### src/rtl/cache_flash_arb.sv
// cache_flash_arb
// Shares the single flash slave port between the instruction cache (requester 0)
// and the data cache (requester 1). Each requester may have one pending request.
// Demand reads beat prefetch reads. A prefetch that loses AGE_MAX arbitrations is
// promoted to demand class. Read data is routed back to the owning requester.
//
// Build option (macro): CACHE_ARB_RR_EN
//   defined   : round-robin tie-break within a class (pointer favours the
//               requester not granted last; resets to favour requester 0)
//   undefined : fixed tie-break, requester 0 wins; no pointer register
//
// Protocol checks are in cache_flash_arb_chk, at the bottom of this file.

module cache_flash_arb #(
  parameter int AGE_MAX = 4
) (
  input  logic        i_hclk,
  input  logic        i_hnreset,
  input  logic        i_r0_en,
  input  logic [29:0] i_r0_addr,
  input  logic        i_r0_pref,
  input  logic        i_r0_cancel,
  output logic        o_r0_ready,
  output logic [31:0] o_r0_rdata,
  input  logic        i_r1_en,
  input  logic [29:0] i_r1_addr,
  input  logic        i_r1_pref,
  input  logic        i_r1_cancel,
  output logic        o_r1_ready,
  output logic [31:0] o_r1_rdata,
  output logic        o_sl_en,
  output logic [29:0] o_sl_addr,
  input  logic        i_sl_ready,
  input  logic [31:0] i_sl_rdata,
  output logic        o_grant,
  output logic        o_busy
);

  typedef enum logic [1:0] {
    ST_IDLE  = 2'd0,
    ST_BUSY0 = 2'd1,
    ST_BUSY1 = 2'd2
  } state_t;

  localparam logic [3:0] AGE_LIM = 4'(AGE_MAX);
  localparam logic [3:0] AGE_SAT = 4'd15;

  // Transaction state and last owner
  state_t      r_state;
  state_t      w_state_nxt;
  logic        r_grant;

  // Pending request registers, one slot per requester
  logic [1:0]  r_valid;
  logic [1:0]  r_pref;
  logic [29:0] r_addr [2];
  logic [3:0]  r_age  [2];

  // Requester inputs gathered into per-index vectors
  logic [1:0]  w_en;
  logic [1:0]  w_cancel;
  logic [1:0]  w_pref_in;
  logic [29:0] w_addr_in [2];

  // Arbitration and handshake helpers
  logic [1:0]  w_demand;
  logic [1:0]  w_ready;
  logic [1:0]  w_done;
  logic [1:0]  w_capture;
  logic        w_sel;
  logic        w_tie;
  logic        w_issue;

  assign w_en         = {i_r1_en, i_r0_en};
  assign w_cancel     = {i_r1_cancel, i_r0_cancel};
  assign w_pref_in    = {i_r1_pref, i_r0_pref};
  assign w_addr_in[0] = i_r0_addr;
  assign w_addr_in[1] = i_r1_addr;

`ifdef CACHE_ARB_RR_EN
  logic r_rr_ptr;

  // Round-robin pointer: after every issue, favour the requester that lost.
  always_ff @(posedge i_hclk or negedge i_hnreset) begin
    if (!i_hnreset) begin
      r_rr_ptr <= 1'b0;
    end else if (w_issue) begin
      r_rr_ptr <= ~w_sel;
    end else begin
      r_rr_ptr <= r_rr_ptr;
    end
  end

  assign w_tie = r_rr_ptr;
`else
  assign w_tie = 1'b0;
`endif

  // Effective class: a pending prefetch counts as demand once it has aged out.
  always_comb begin
    w_demand = 2'b00;
    for (int i = 0; i < 2; i++) begin
      w_demand[i] = r_valid[i] & (~r_pref[i] | (r_age[i] >= AGE_LIM));
    end
  end

  // Winner selection: lone requester, then demand over prefetch, then tie-break.
  always_comb begin
    w_sel = 1'b0;
    if (r_valid[0] && !r_valid[1]) begin
      w_sel = 1'b0;
    end else if (!r_valid[0] && r_valid[1]) begin
      w_sel = 1'b1;
    end else if (w_demand[0] != w_demand[1]) begin
      w_sel = w_demand[1];
    end else begin
      w_sel = w_tie;
    end
  end

  // FSM next state: issue from IDLE when the slave is idle, finish on slave ready.
  always_comb begin
    w_state_nxt = r_state;
    w_issue     = 1'b0;
    w_done      = 2'b00;
    case (r_state)
      ST_IDLE: begin
        if ((|r_valid) && i_sl_ready) begin
          w_issue     = 1'b1;
          w_state_nxt = w_sel ? ST_BUSY1 : ST_BUSY0;
        end else begin
          w_state_nxt = ST_IDLE;
        end
      end
      ST_BUSY0: begin
        if (i_sl_ready) begin
          w_done[0]   = 1'b1;
          w_state_nxt = ST_IDLE;
        end else begin
          w_state_nxt = ST_BUSY0;
        end
      end
      ST_BUSY1: begin
        if (i_sl_ready) begin
          w_done[1]   = 1'b1;
          w_state_nxt = ST_IDLE;
        end else begin
          w_state_nxt = ST_BUSY1;
        end
      end
      default: begin
        w_state_nxt = ST_IDLE;
      end
    endcase
  end

  // FSM state register; reset abandons any outstanding transaction.
  always_ff @(posedge i_hclk or negedge i_hnreset) begin
    if (!i_hnreset) begin
      r_state <= ST_IDLE;
    end else begin
      r_state <= w_state_nxt;
    end
  end

  // Owner of the current or most recent transaction.
  always_ff @(posedge i_hclk or negedge i_hnreset) begin
    if (!i_hnreset) begin
      r_grant <= 1'b0;
    end else if (w_issue) begin
      r_grant <= w_sel;
    end else begin
      r_grant <= r_grant;
    end
  end

  // A requester can accept when nothing is pending or outstanding for it,
  // or when its data is returning in this very cycle.
  assign w_ready[0]   = (~r_valid[0] & (r_state != ST_BUSY0)) | w_done[0];
  assign w_ready[1]   = (~r_valid[1] & (r_state != ST_BUSY1)) | w_done[1];
  assign w_capture    = w_en & w_ready;

  // Pending slots: capture beats issue and cancel; losers of an issue age.
  always_ff @(posedge i_hclk or negedge i_hnreset) begin
    if (!i_hnreset) begin
      r_valid <= 2'b00;
      r_pref  <= 2'b00;
      for (int i = 0; i < 2; i++) begin
        r_addr[i] <= 30'd0;
        r_age[i]  <= 4'd0;
      end
    end else begin
      for (int i = 0; i < 2; i++) begin
        if (w_capture[i]) begin
          r_valid[i] <= 1'b1;
          r_pref[i]  <= w_pref_in[i];
          r_addr[i]  <= w_addr_in[i];
          r_age[i]   <= 4'd0;
        end else if (w_issue && (w_sel == i[0])) begin
          r_valid[i] <= 1'b0;
        end else begin
          if (w_cancel[i]) begin
            r_valid[i] <= 1'b0;
          end
          if (w_issue && r_valid[i] && r_pref[i] && (r_age[i] != AGE_SAT)) begin
            r_age[i] <= r_age[i] + 4'd1;
          end
        end
      end
    end
  end

  // Slave side and status outputs
  assign o_sl_en    = w_issue;
  assign o_sl_addr  = w_issue ? r_addr[w_sel] : 30'd0;
  assign o_grant    = w_issue ? w_sel : r_grant;
  assign o_busy     = (r_state != ST_IDLE);

  // Requester side outputs; read data is only passed through on completion
  assign o_r0_ready = w_ready[0];
  assign o_r1_ready = w_ready[1];
  assign o_r0_rdata = w_done[0] ? i_sl_rdata : 32'd0;
  assign o_r1_rdata = w_done[1] ? i_sl_rdata : 32'd0;

  cache_flash_arb_chk u_chk (
    .i_hclk     (i_hclk),
    .i_hnreset  (i_hnreset),
    .i_r0_en    (i_r0_en),
    .i_r0_ready (o_r0_ready),
    .i_r1_en    (i_r1_en),
    .i_r1_ready (o_r1_ready),
    .i_sl_en    (o_sl_en),
    .i_sl_ready (i_sl_ready),
    .i_busy     (o_busy)
  );

endmodule

// cache_flash_arb_chk
// Protocol assertions for cache_flash_arb; no functional logic.
module cache_flash_arb_chk (
  input logic i_hclk,
  input logic i_hnreset,
  input logic i_r0_en,
  input logic i_r0_ready,
  input logic i_r1_en,
  input logic i_r1_ready,
  input logic i_sl_en,
  input logic i_sl_ready,
  input logic i_busy
);

  // A request strobe is only legal while the requester reports ready.
  a_r0_en_ready: assert property (@(posedge i_hclk) disable iff (!i_hnreset)
    i_r0_en |-> i_r0_ready);
  a_r1_en_ready: assert property (@(posedge i_hclk) disable iff (!i_hnreset)
    i_r1_en |-> i_r1_ready);

  // A new slave request is never launched over an outstanding one.
  a_issue_idle: assert property (@(posedge i_hclk) disable iff (!i_hnreset)
    i_sl_en |-> !i_busy);

  // The slave must drop ready in the cycle after a request strobe.
  a_slave_busy: assert property (@(posedge i_hclk) disable iff (!i_hnreset)
    i_sl_en |=> !i_sl_ready);

endmodule

### config.mk
export PLATFORM = sky130hd
export DESIGN_NAME = cache_flash_arb
export DESIGN_NICKNAME = d
export VERILOG_FILES = /design/src/rtl/cache_flash_arb.sv
export SDC_FILE = /design/constraint.sdc
export NUM_CORES = 1
export LEC_CHECK = 0
export CAP_MARGIN = 10
export CORE_AREA = 10 10 111 113
export CTS_CLUSTER_SIZE = 14
export DETAILED_ROUTE_END_ITERATION = 12
export DIE_AREA = 0 0 121 123
export PLACE_DENSITY = 0.89
export SYNTH_ARGS = -nofsm -noshare
export SYNTH_HDL_FRONTEND = slang
export SYNTH_HIERARCHICAL = 1
export SYNTH_SLANG_ARGS = --single-unit
### constraint.sdc
create_clock -name i_hclk -period 2.15 [get_ports i_hclk]
set_input_delay 0.43 -clock i_hclk [delete_from_list [all_inputs] [get_ports i_hclk]]
set_output_delay 0.43 -clock i_hclk [all_outputs]
set_load 0.02 [all_outputs]
==> flow_metrics.py, run 1 <==
metrics = {
    "status": {
        "status": "complete, but fails checks",
        "failed_checks": "setup timing",
    },
    "clock_tree": {
        "clkSlewWorstSetupHoldPaths_ps": 90,
        "numCtsBuffers": 9,
        "clock_latency_ps": 350,
        "cts-root-buf": "clkbuf_8",
        "h-tree-depth": 3,
        "cts_num_sinks": 75,
        "cts_tree": "yes",
        "clockBufferDepth": 2,
        "cts_hold_buf": 0,
    },
    "sta": {
        "hold_viol": 0,
        "rsz0062_at_grt": "true",
        "finalClockSkew_ps": 11.1,
        "whs_ps": 4.59,
        "setup_tns_ps": -14970,
        "slew_viol_final": 0,
        "finalCritPeriodShare_pct": 119,
        "setup_violations": 79,
        "fin_crit_ps": 2560,
        "worstMarginPinSlew_ps": 439,
        "setup_ws_ps": -415,
        "slew-limit-headroom_pct": 70.7,
        "fmax_ghz": 0.390,
    },
    "placed_design": {
        "place_congestion": 0.881,
        "place_area_um2": 6440,
        "hpwl_mm": 11.4,
        "portBuffers": 199,
    },
    "power": {
        "peakVddDrop_mv": 0.638,
        "power_density_nw_per_um2": 1220,
        "p_leak_nw": 3.31,
    },
    "setup_path": {
        "worst_setup_path_end_kind": "output pin",
        "arrival_ps": 2130,
        "cp.required_ps": 1720,
        "cp-start-kind": "flip-flop",
        "path_max_fanout": 18,
        "crit_type": "reg2out",
        "r2r_cells": 11,
    },
    "die": {
        "rows": 37,
        "die_w_um": 121,
        "dieArea_um2": 14900,
        "design.core.area_um2": 10100,
        "start_util_pct": 39.8,
        "io_pins": 200,
        "die_y_um": 123,
    },
    "routing": {
        "drc": 0,
        "routed_wl_mm": 16.4,
        "wire_per_inst_um": 21.4,
        "ant_nets": 0,
        "drtIter0Drc": 181,
        "firstDrtPassIters": 4,
        "viasPerCell": 5.15,
        "vias": 3943,
    },
    "yosys": {
        "synthArstFlopShare_pct": 100,
        "ys.flop_type": "dfrtp_1",
        "synth_area_per_cell_um2": 10.6,
        "synth-edff-count": 0,
        "ys_seq_area_share_pct": 46.5,
        "syn-num-nets": 482,
        "synth_top_area_share_pct": 46.5,
        "netlist_instances": 379,
        "synth_common_cells": "dfrtp_1 (75), and2_1 (67), nand2_1 (63)",
        "netlist_area_um2": 4030,
        "ys_seq_elements": 75,
        "yosysMostFrequentCell": "dfrtp_1",
        "synth_area_leader_cell": "dfrtp_1",
        "yosysUniqueCellTypes": 37,
        "yosysWarnings": 6,
        "ys_top_cells_by_area": "dfrtp_1 (47%), and2_1 (10%), mux2_4 (10%)",
    },
    "finish": {
        "fill_cells": 690,
        "final_nets": 727,
        "ff_latch_area_um2": 1880,
        "synthToLayoutAreaGrowth_pct": 77.8,
        "postLayoutCellArea_um2": 7170,
        "multi_input_area_um2": 2330,
        "fin_util_pct": 70.7,
        "drive_above_1_share_pct": 44.5,
        "antennaDiodeCount": 0,
    },
    "grt": {
        "grt_pass1_wl_mm": 22.6,
        "track_usage_pct": 19.1,
        "antenna_found_initial": 0,
        "first_global_vias": 4085,
        "grt_overflow_total": 0,
        "grt_max_degree": 53,
    },
    "hold_path": {
        "min_path_type": "in2async",
    },
    "run": {
        "drv_cap": 0,
    },
}
==> cell families (layout without fill, tap and decap cells) <==
group,Yosys count,in the layout,synth area share (%)
fa+ha+maj,2,2,0.620
flops,75,75,46.5
simple gates,151,151,19.9
compound gates,57,57,9.24
buf+inv,32,282,3.91
mux,62,62,19.8
==> layout by cell type (no fill, tap or decap), types with 3 or more instances in the layout <==
master | synthesis | routed
and2_4 | 0 | 20
o22ai_1 | 32 | 22
nand2b_1 | 3 | 3
nand3_1 | 3 | 3
mux2_4 | 27 | 54
o21ai_4 | 0 | 3
inv_1 | 3 | 3
o22ai_4 | 0 | 3
and2_1 | 67 | 46
clkdlybuf4s50_1 | 0 | 98
clkbuf_16 | 0 | 5
dfrtp_1 | 75 | 75
o31ai_1 | 5 | 5
nand2_1 | 63 | 63
buf_4 | 1 | 61
clkbuf_8 | 0 | 11
buf_6 | 3 | 51
buf_12 | 0 | 10
buf_2 | 9 | 30
a21oi_1 | 7 | 4
o22ai_2 | 0 | 7
mux2_1 | 35 | 8
==> critical path: stages, from the launching register on <==
cell	delay [ps]
dfrtp_1	380
or3b_4	400
or2_4	270
o21ai_4	240
buf_12	190
o22ai_1	120
buf_2	180
==> per-layer routing <==
layer | track usage (%) | routed length (µm)
met5 | 0 | 0
met2 | 34.5 | 8540
met3 | 5.61 | 1120
met4 | 8.07 | 442
met1 | 20.4 | 6270
==> worst paths after layout <==
path	from	slack, ps	end
min in group i_hclk	r_addr[32]	490	r_addr[32]
max in group asynchronous	i_hnreset	1530	r_addr[20]
max reg2reg	r_state[0]	-110	r_addr[25]
min reg2reg	r_addr[32]	490	r_addr[32]
max	r_age[7]	-410	o_sl_addr[26]
min	i_hnreset	5	r_addr[52]
==> where the power goes <==
| part | internal [mW] | leakage [nW] | switching [mW] |
|---|---|---|---|
| Sequential | 2.06 | 0.900 | 0.428 |
| Combinational | 2.74 | 2.31 | 2.35 |
| Clock | 0.604 | 0.106 | 0.551 |
==> area by class of cell <==
type | instances | area share, %
inverter | 6 | 0.314
clock buffer | 11 | 2.11
tap | 136 | 2.37
clock inverter | 5 | 0.838
timing repair buffer | 260 | 35.8
sequential | 75 | 26.2
multi-input combinational | 272 | 32.4
==> timing repair <==
item	in CTS	in global routing
resized for setup	382	175
pin swaps	3	13
buffers inserted	7	10
endpoints found under the setup margin	94	71
cloned	2	6
==> state kept, by name, indices dropped and copies added (netlist names) <==
| register | flops |
|---|---|
| r_addr | 60 |
| r_age | 8 |
| r_pref | 2 |
| r_state | 2 |
| r_valid | 2 |
| r_grant | 1 |
==> per-stage QoR <==
step	setup slack [ps]	cells	power, mW
4_1_cts	-401	750	7.82
3_3_place_gp	-671	725	6.40
2_1_floorplan	38.1	379	4.68
3_5_place_dp	-696	725	6.55
5_1_grt	-471	765	9.15
6_report	-415	765	8.73
No activity file was read; power rests on OpenSTA's default activity.
==> inputs of run 2 (changes only) <==
- CORE_AREA: 10 10 111 113 -> 2 2 103 105
- DIE_AREA: 0 0 121 123 -> 0 0 105 107
==> run 2 against run 1 <==
  * The run still ends with setup timing left
  * Maximum frequency rose by 0.40%
  * Non-clock buffer count is 7 lower
  * Global-route usage grew 4.1 points
  * Critical endpoint is now o_sl_addr[28]
  * Largest power group unchanged
  * Highest routed layer unchanged
==> flow_metrics.py, run 2 (synthesis gave the netlist of run 1 again) <==
metrics = {
    "clock_tree": {
        "clockBufferDepth": 2,
        "cts-root-buf": "clkbuf_8",
        "cts_num_sinks": 75,
        "clock_latency_ps": 360,
        "cts_tree": "yes",
        "clkSlewWorstSetupHoldPaths_ps": 80,
        "h-tree-depth": 3,
        "numCtsBuffers": 9,
    },
    "finish": {
        "drive_above_1_share_pct": 45.2,
        "final_common_cell": "clkdlybuf4s50_1",
        "layout_common_cells": "clkdlybuf4s50_1 (98), buf_6 (87), dfrtp_1 (75), nand2_1 (63), and2_4 (58)",
        "synthToLayoutAreaGrowth_pct": 80.0,
        "largest_reg_flops": 60,
        "reg.largest.list": "r_addr: 60 flops, r_age: 8 flops",
        "fill_cells": 685,
        "largest-register": "r_addr",
        "antennaDiodeCount": 0,
        "postLayoutCellArea_um2": 7260,
        "final_nets": 720,
    },
    "setup_path": {
        "arrival_ps": 2120,
        "cp.required_ps": 1720,
        "cpPeakStageDelay_ps": 400,
        "path_delay_family": "simple AND/OR/NAND/NOR gates",
        "worst_setup_path_end_kind": "output pin",
        "cp-start-kind": "flip-flop",
        "crit_type": "reg2out",
        "path_cells": "or3b_4 -> or2_4 -> o21ai_4 -> buf_12 -> buf_6 -> o22ai_1 -> buf_2",
        "crit_start": "r_age[6]",
        "path_max_fanout": 8,
        "crit_path_top_delay_cell": "or3b_4",
        "crit_buf_inv": 3,
        "regToRegStartpoint": "r_state[0]",
    },
    "routing": {
        "dr_wl_met2_mm": 7.39,
        "wire_per_inst_um": 18.6,
        "viasPerCell": 5.18,
        "firstDrtPassIters": 4,
        "drt-met1-wl_mm": 5.39,
        "wl_met3_um": 892,
        "highest_layer": "met4",
        "drc": 0,
        "drtIter0Drc": 209,
        "routed_wl_mm": 14.1,
        "ant_nets": 0,
        "vias": 3922,
    },
    "sta": {
        "slew_viol_final": 0,
        "hold_viol": 0,
        "fmax_ghz": 0.391,
        "finalCritPeriodShare_pct": 119,
        "fin_crit_ps": 2550,
        "rsz0062_at_grt": "true",
        "setup_ws_ps": -405,
        "worstMarginPinSlew_ps": 424,
        "finalClockSkew_ps": 8.72,
        "setup_tns_ps": -13750,
        "setup_violations": 67,
        "whs_ps": 493,
        "slew-limit-headroom_pct": 71.8,
    },
    "power": {
        "peakVddDrop_mv": 0.677,
        "power_mw": 8.65,
        "power_density_nw_per_um2": 1190,
        "p_leak_nw": 3.28,
    },
    "hold_path": {
        "min_path_type": "reg2reg",
        "worstHoldStart": "r_addr[19]",
    },
    "placed_design": {
        "place_congestion": 0.874,
        "place_area_um2": 6440,
        "pre_cts_ws_ps": -708,
        "hpwl_mm": 9.49,
        "portBuffers": 199,
    },
    "status": {
        "status": "complete, but fails checks",
        "failed_checks": "setup timing",
    },
    "grt": {
        "first_global_vias": 4095,
        "grt_overflow_total": 0,
        "grt_max_degree": 63,
        "track_usage_pct": 23.2,
        "antenna_found_initial": 0,
        "grt_pass1_wl_mm": 20.6,
    },
    "die": {
        "die_w_um": 105,
        "rows": 37,
        "io_pins": 200,
        "start_util_pct": 40.0,
        "die_y_um": 107,
        "design.core.area_um2": 10100,
        "dieArea_um2": 11200,
    },
    "run": {
        "drv_cap": 0,
    },
}
[run 2: changes by cell type in the layout (fill, tap and decap cells not counted), sizes merged]
cell         delta
buf             -7
bufinv          +3
clkbuf          -2
clkinv          -1
clkinvlp        -1
dlygate4sd3     +1
inv             -1
[run 2: report_power, final]
group / switching [mW] / internal [mW]
clock network: 0.529 / 0.912
registers: 0.404 / 2.06
logic: 2.24 / 2.51
total: 3.17 / 5.48
[run 2: metal layers]
layer | track usage [%] | vias to the layer above
met5 | 0 | -
li1 | - | 1779
met2 | 42.5 | 186
met4 | 9.52 | 0
met1 | 25.1 | 1926
met3 | 6.50 | 31
[run 2: area by class of cell]
type / instances / area [µm²] / share of cell area (%)
Timing Repair Buffer: 253 / 2620 / 36.1
Multi-Input combinational cell: 272 / 2310 / 31.8
Sequential cell: 75 / 1880 / 25.8
Tap cell: 136 / 170 / 2.34
Clock buffer: 10 / 138 / 1.90
Clock inverter: 5 / 125 / 1.72
Inverter: 6 / 22.5 / 0.310
[run 2: path summary, 6_finish.rpt]
kind | cells after the start | slack (ps) | to
worst max register to register | 9 | 70 | r_addr[17]
max in group asynchronous | 3 | 1000 | r_addr[22]
worst max-delay path | 7 | -400 | o_sl_addr[28]
worst min register to register | 1 | 490 | r_addr[19]
worst min-delay path | 1 | 490 | r_addr[19]
min in group asynchronous | 2 | 530 | r_addr[54]
[run 2: timing repair]
item                       4_1_cts  5_1_grt
setup endpoints to repair       98       98
gates cloned                     1        6
hold buffers                     1        0
buffers inserted                11        5
pin swaps                        4       34
gates resized for setup        475      181
hold endpoints to repair         4        0
[run 2: worst reg2reg max path, cell delays in order, from the launching register on]
cell	delay [ps]
dfrtp_1	390
buf_6	130
buf_6	110
and3b_2	340
buf_6	130
a21oi_4	30
buf_4	160
nor2_4	150
buf_12	180
mux2_2	360
[run 2: per-stage QoR]
stage	cells	utilization, %
detailed placement	722	63.8
floorplan	379	-
finish	757	72.0
CTS	750	65.8
global placement	722	63.8
global route	757	72.0
==> inputs of run 3 (changes only) <==
- CORE_AREA: 2 2 103 105 -> 2 2 102 104
- CTS_BUF_LIST: default -> sky130_fd_sc_hd__clkbuf_4 sky130_fd_sc_hd__clkbuf_8
- DIE_AREA: 0 0 105 107 -> 0 0 104 106
- PLACE_DENSITY: 0.89 -> 0.9
==> run 3 against run 2 <==
  * The run still ends with setup timing left
  * Clock skew rose by 6.4 ps
  * First-iteration DRC count down 21%
  * Critical endpoint unchanged
  * Highest routed layer unchanged
  * Largest power group unchanged
  * Sequential share of layout area rose by 0.48 points
==> flow_metrics.py, run 3 (synthesis gave the netlist of run 1 again) <==
metrics = {
    "sta": {
        "fin_crit_ps": 2540,
        "slew_viol_final": 0,
        "finalClockSkew_ps": 15.2,
        "finalCritPeriodShare_pct": 118,
        "fmax_ghz": 0.394,
        "rsz0062_at_grt": "true",
        "slew-limit-headroom_pct": 69.4,
        "hold_viol": 0,
        "setup_ws_ps": -385,
        "worstMarginPinSlew_ps": 460,
        "setup_violations": 65,
    },
    "setup_path": {
        "cp_num_cells": 6,
        "crit_path_top_delay_cell": "or3b_4",
        "cpPeakStageDelay_ps": 400,
        "r2r_cells": 8,
        "r2r-end": "r_addr[30]",
        "worst_setup_path_end_kind": "output pin",
        "cp.required_ps": 1720,
        "rrSetupSlack_ps": 60,
        "regToRegStartpoint": "r_state[0]",
        "crit_path_end": "o_sl_addr[28]",
        "cp-start-kind": "flip-flop",
        "crit_buf_inv": 2,
        "path_cells": "or3b_4 -> or2_4 -> o21ai_4 -> buf_6 -> o22ai_2 -> buf_6",
        "path_common_cell": "buf_6",
        "path_max_fanout": 8,
        "crit_type": "reg2out",
        "crit_start": "r_age[6]",
        "path_delay_family": "simple AND/OR/NAND/NOR gates",
        "arrival_ps": 2110,
    },
    "grt": {
        "track_usage_pct": 24.8,
        "antenna_found_initial": 0,
        "first_global_vias": 4125,
        "grt_max_degree": 43,
        "grt_pass1_wl_mm": 21.5,
        "grt_overflow_total": 0,
    },
    "power": {
        "p_int_mw": 5.19,
        "swShare_pct": 38.6,
        "pwr-share-comb_pct": 55.5,
        "p_leak_nw": 3.23,
        "p_sw_mw": 3.27,
        "p_seq_share_pct": 29.5,
        "peakVddDrop_mv": 0.638,
        "power_density_nw_per_um2": 1180,
        "pwr-share-clk_pct": 15.0,
    },
    "routing": {
        "wire_per_inst_um": 19.2,
        "firstDrtPassIters": 4,
        "drtIter0Drc": 166,
        "ant_nets": 0,
        "routed_wl_mm": 14.6,
        "vias": 3990,
        "drc": 0,
        "viasPerCell": 5.23,
    },
    "finish": {
        "antennaDiodeCount": 0,
        "fill_cells": 661,
        "reg.largest.list": "r_addr: 60 flops, r_age: 8 flops",
        "postLayoutCellArea_um2": 7140,
        "drive_above_1_share_pct": 43.4,
        "final_common_cell": "clkdlybuf4s50_1",
        "synthToLayoutAreaGrowth_pct": 77.0,
        "layout_common_cells": "clkdlybuf4s50_1 (98), dfrtp_1 (73), buf_6 (69), nand2_1 (63), buf_4 (51)",
        "final_nets": 725,
        "fin_util_pct": 71.4,
        "fin_cells": 763,
        "largest-register": "r_addr",
        "largest_reg_flops": 60,
    },
    "clock_tree": {
        "clkSlewWorstSetupHoldPaths_ps": 90,
        "cts-root-buf": "clkbuf_8",
        "clock_latency_ps": 350,
        "numCtsBuffers": 9,
        "cts_num_sinks": 75,
        "clockBufferDepth": 2,
        "cts_tree": "yes",
        "h-tree-depth": 3,
    },
    "die": {
        "design.core.area_um2": 10000,
        "die_w_um": 104,
        "start_util_pct": 40.3,
        "io_pins": 200,
        "die_y_um": 106,
        "rows": 37,
        "dieArea_um2": 11000,
    },
    "placed_design": {
        "portBuffers": 199,
        "place_congestion": 0.882,
        "hpwl_mm": 9.66,
        "dp_cells": 726,
        "place_area_um2": 6470,
    },
    "status": {
        "failed_checks": "setup timing",
        "status": "complete, but fails checks",
    },
    "run": {
        "drv_cap": 0,
    },
    "hold_path": {
        "min_path_type": "in2async",
    },
}
run 3: cell types whose count changed in the layout (fill, tap and decap cells not counted), sizes merged:
cell,delta
buf,+6
bufinv,-2
inv,+2
clkinv,+1
dlygate4sd3,-1
run 3: how the worst min path moves through the flow:
stage	endpoint	slack [ps]
floorplan	r_addr[0]	130
global placement	r_addr[56]	400
detailed placement	r_addr[52]	410
CTS	r_addr[52]	10
global route	r_addr[52]	20
finish	r_addr[52]	5
run 3: metrics by stage:
stage	setup TNS [ps]	setup WS, ps	total power [mW]	hold slack [ps]
3_5_place_dp	-68130	-627	6.52	409
2_1_floorplan	0	38.1	4.68	134
6_report	-12600	-385	8.46	5.50
4_1_cts	-12040	-428	8.14	13.4
3_3_place_gp	-68160	-631	6.35	396
5_1_grt	-16720	-451	8.86	18.2
run 3: repair_timing:
action,CTS,global route
buffers inserted,14,4
gates cloned,3,4
pin swaps,5,27
endpoints found under the setup margin,108,106
hold buffers,0,0
gates resized for setup,473,133
run 3: power groups by stage:
| stage | clock (mW) | combinational, mW | sequential [mW] |
|---|---|---|---|
| 2_1_floorplan | 0 | 2.35 | 2.33 |
| 3_3_place_gp | 0 | 3.92 | 2.44 |
| 3_5_place_dp | 0 | 4.06 | 2.46 |
| 4_1_cts | 1.28 | 4.40 | 2.46 |
| 5_1_grt | 1.35 | 4.96 | 2.55 |
| 6_report | 1.27 | 4.70 | 2.49 |
run 3: final cells by class:
type | instances | area, µm² | area share, %
Clock inverter | 6 | 95.1 | 1.33
Timing Repair Buffer | 258 | 2560 | 35.8
Tap cell | 136 | 170 | 2.38
Multi-Input combinational cell | 272 | 2280 | 31.9
Sequential cell | 75 | 1880 | 26.3
Inverter | 6 | 22.5 | 0.315
Clock buffer | 10 | 138 | 1.93
run 3: routing by layer:
metal / GRT usage [%] / wire length (µm) / up-vias
met5: 0 / 0 / -
met4: 11.3 / 488 / 0
met3: 8.28 / 1020 / 34
met2: 43.7 / 7640 / 208
met1: 27.2 / 5480 / 1956
li1: - / - / 1792
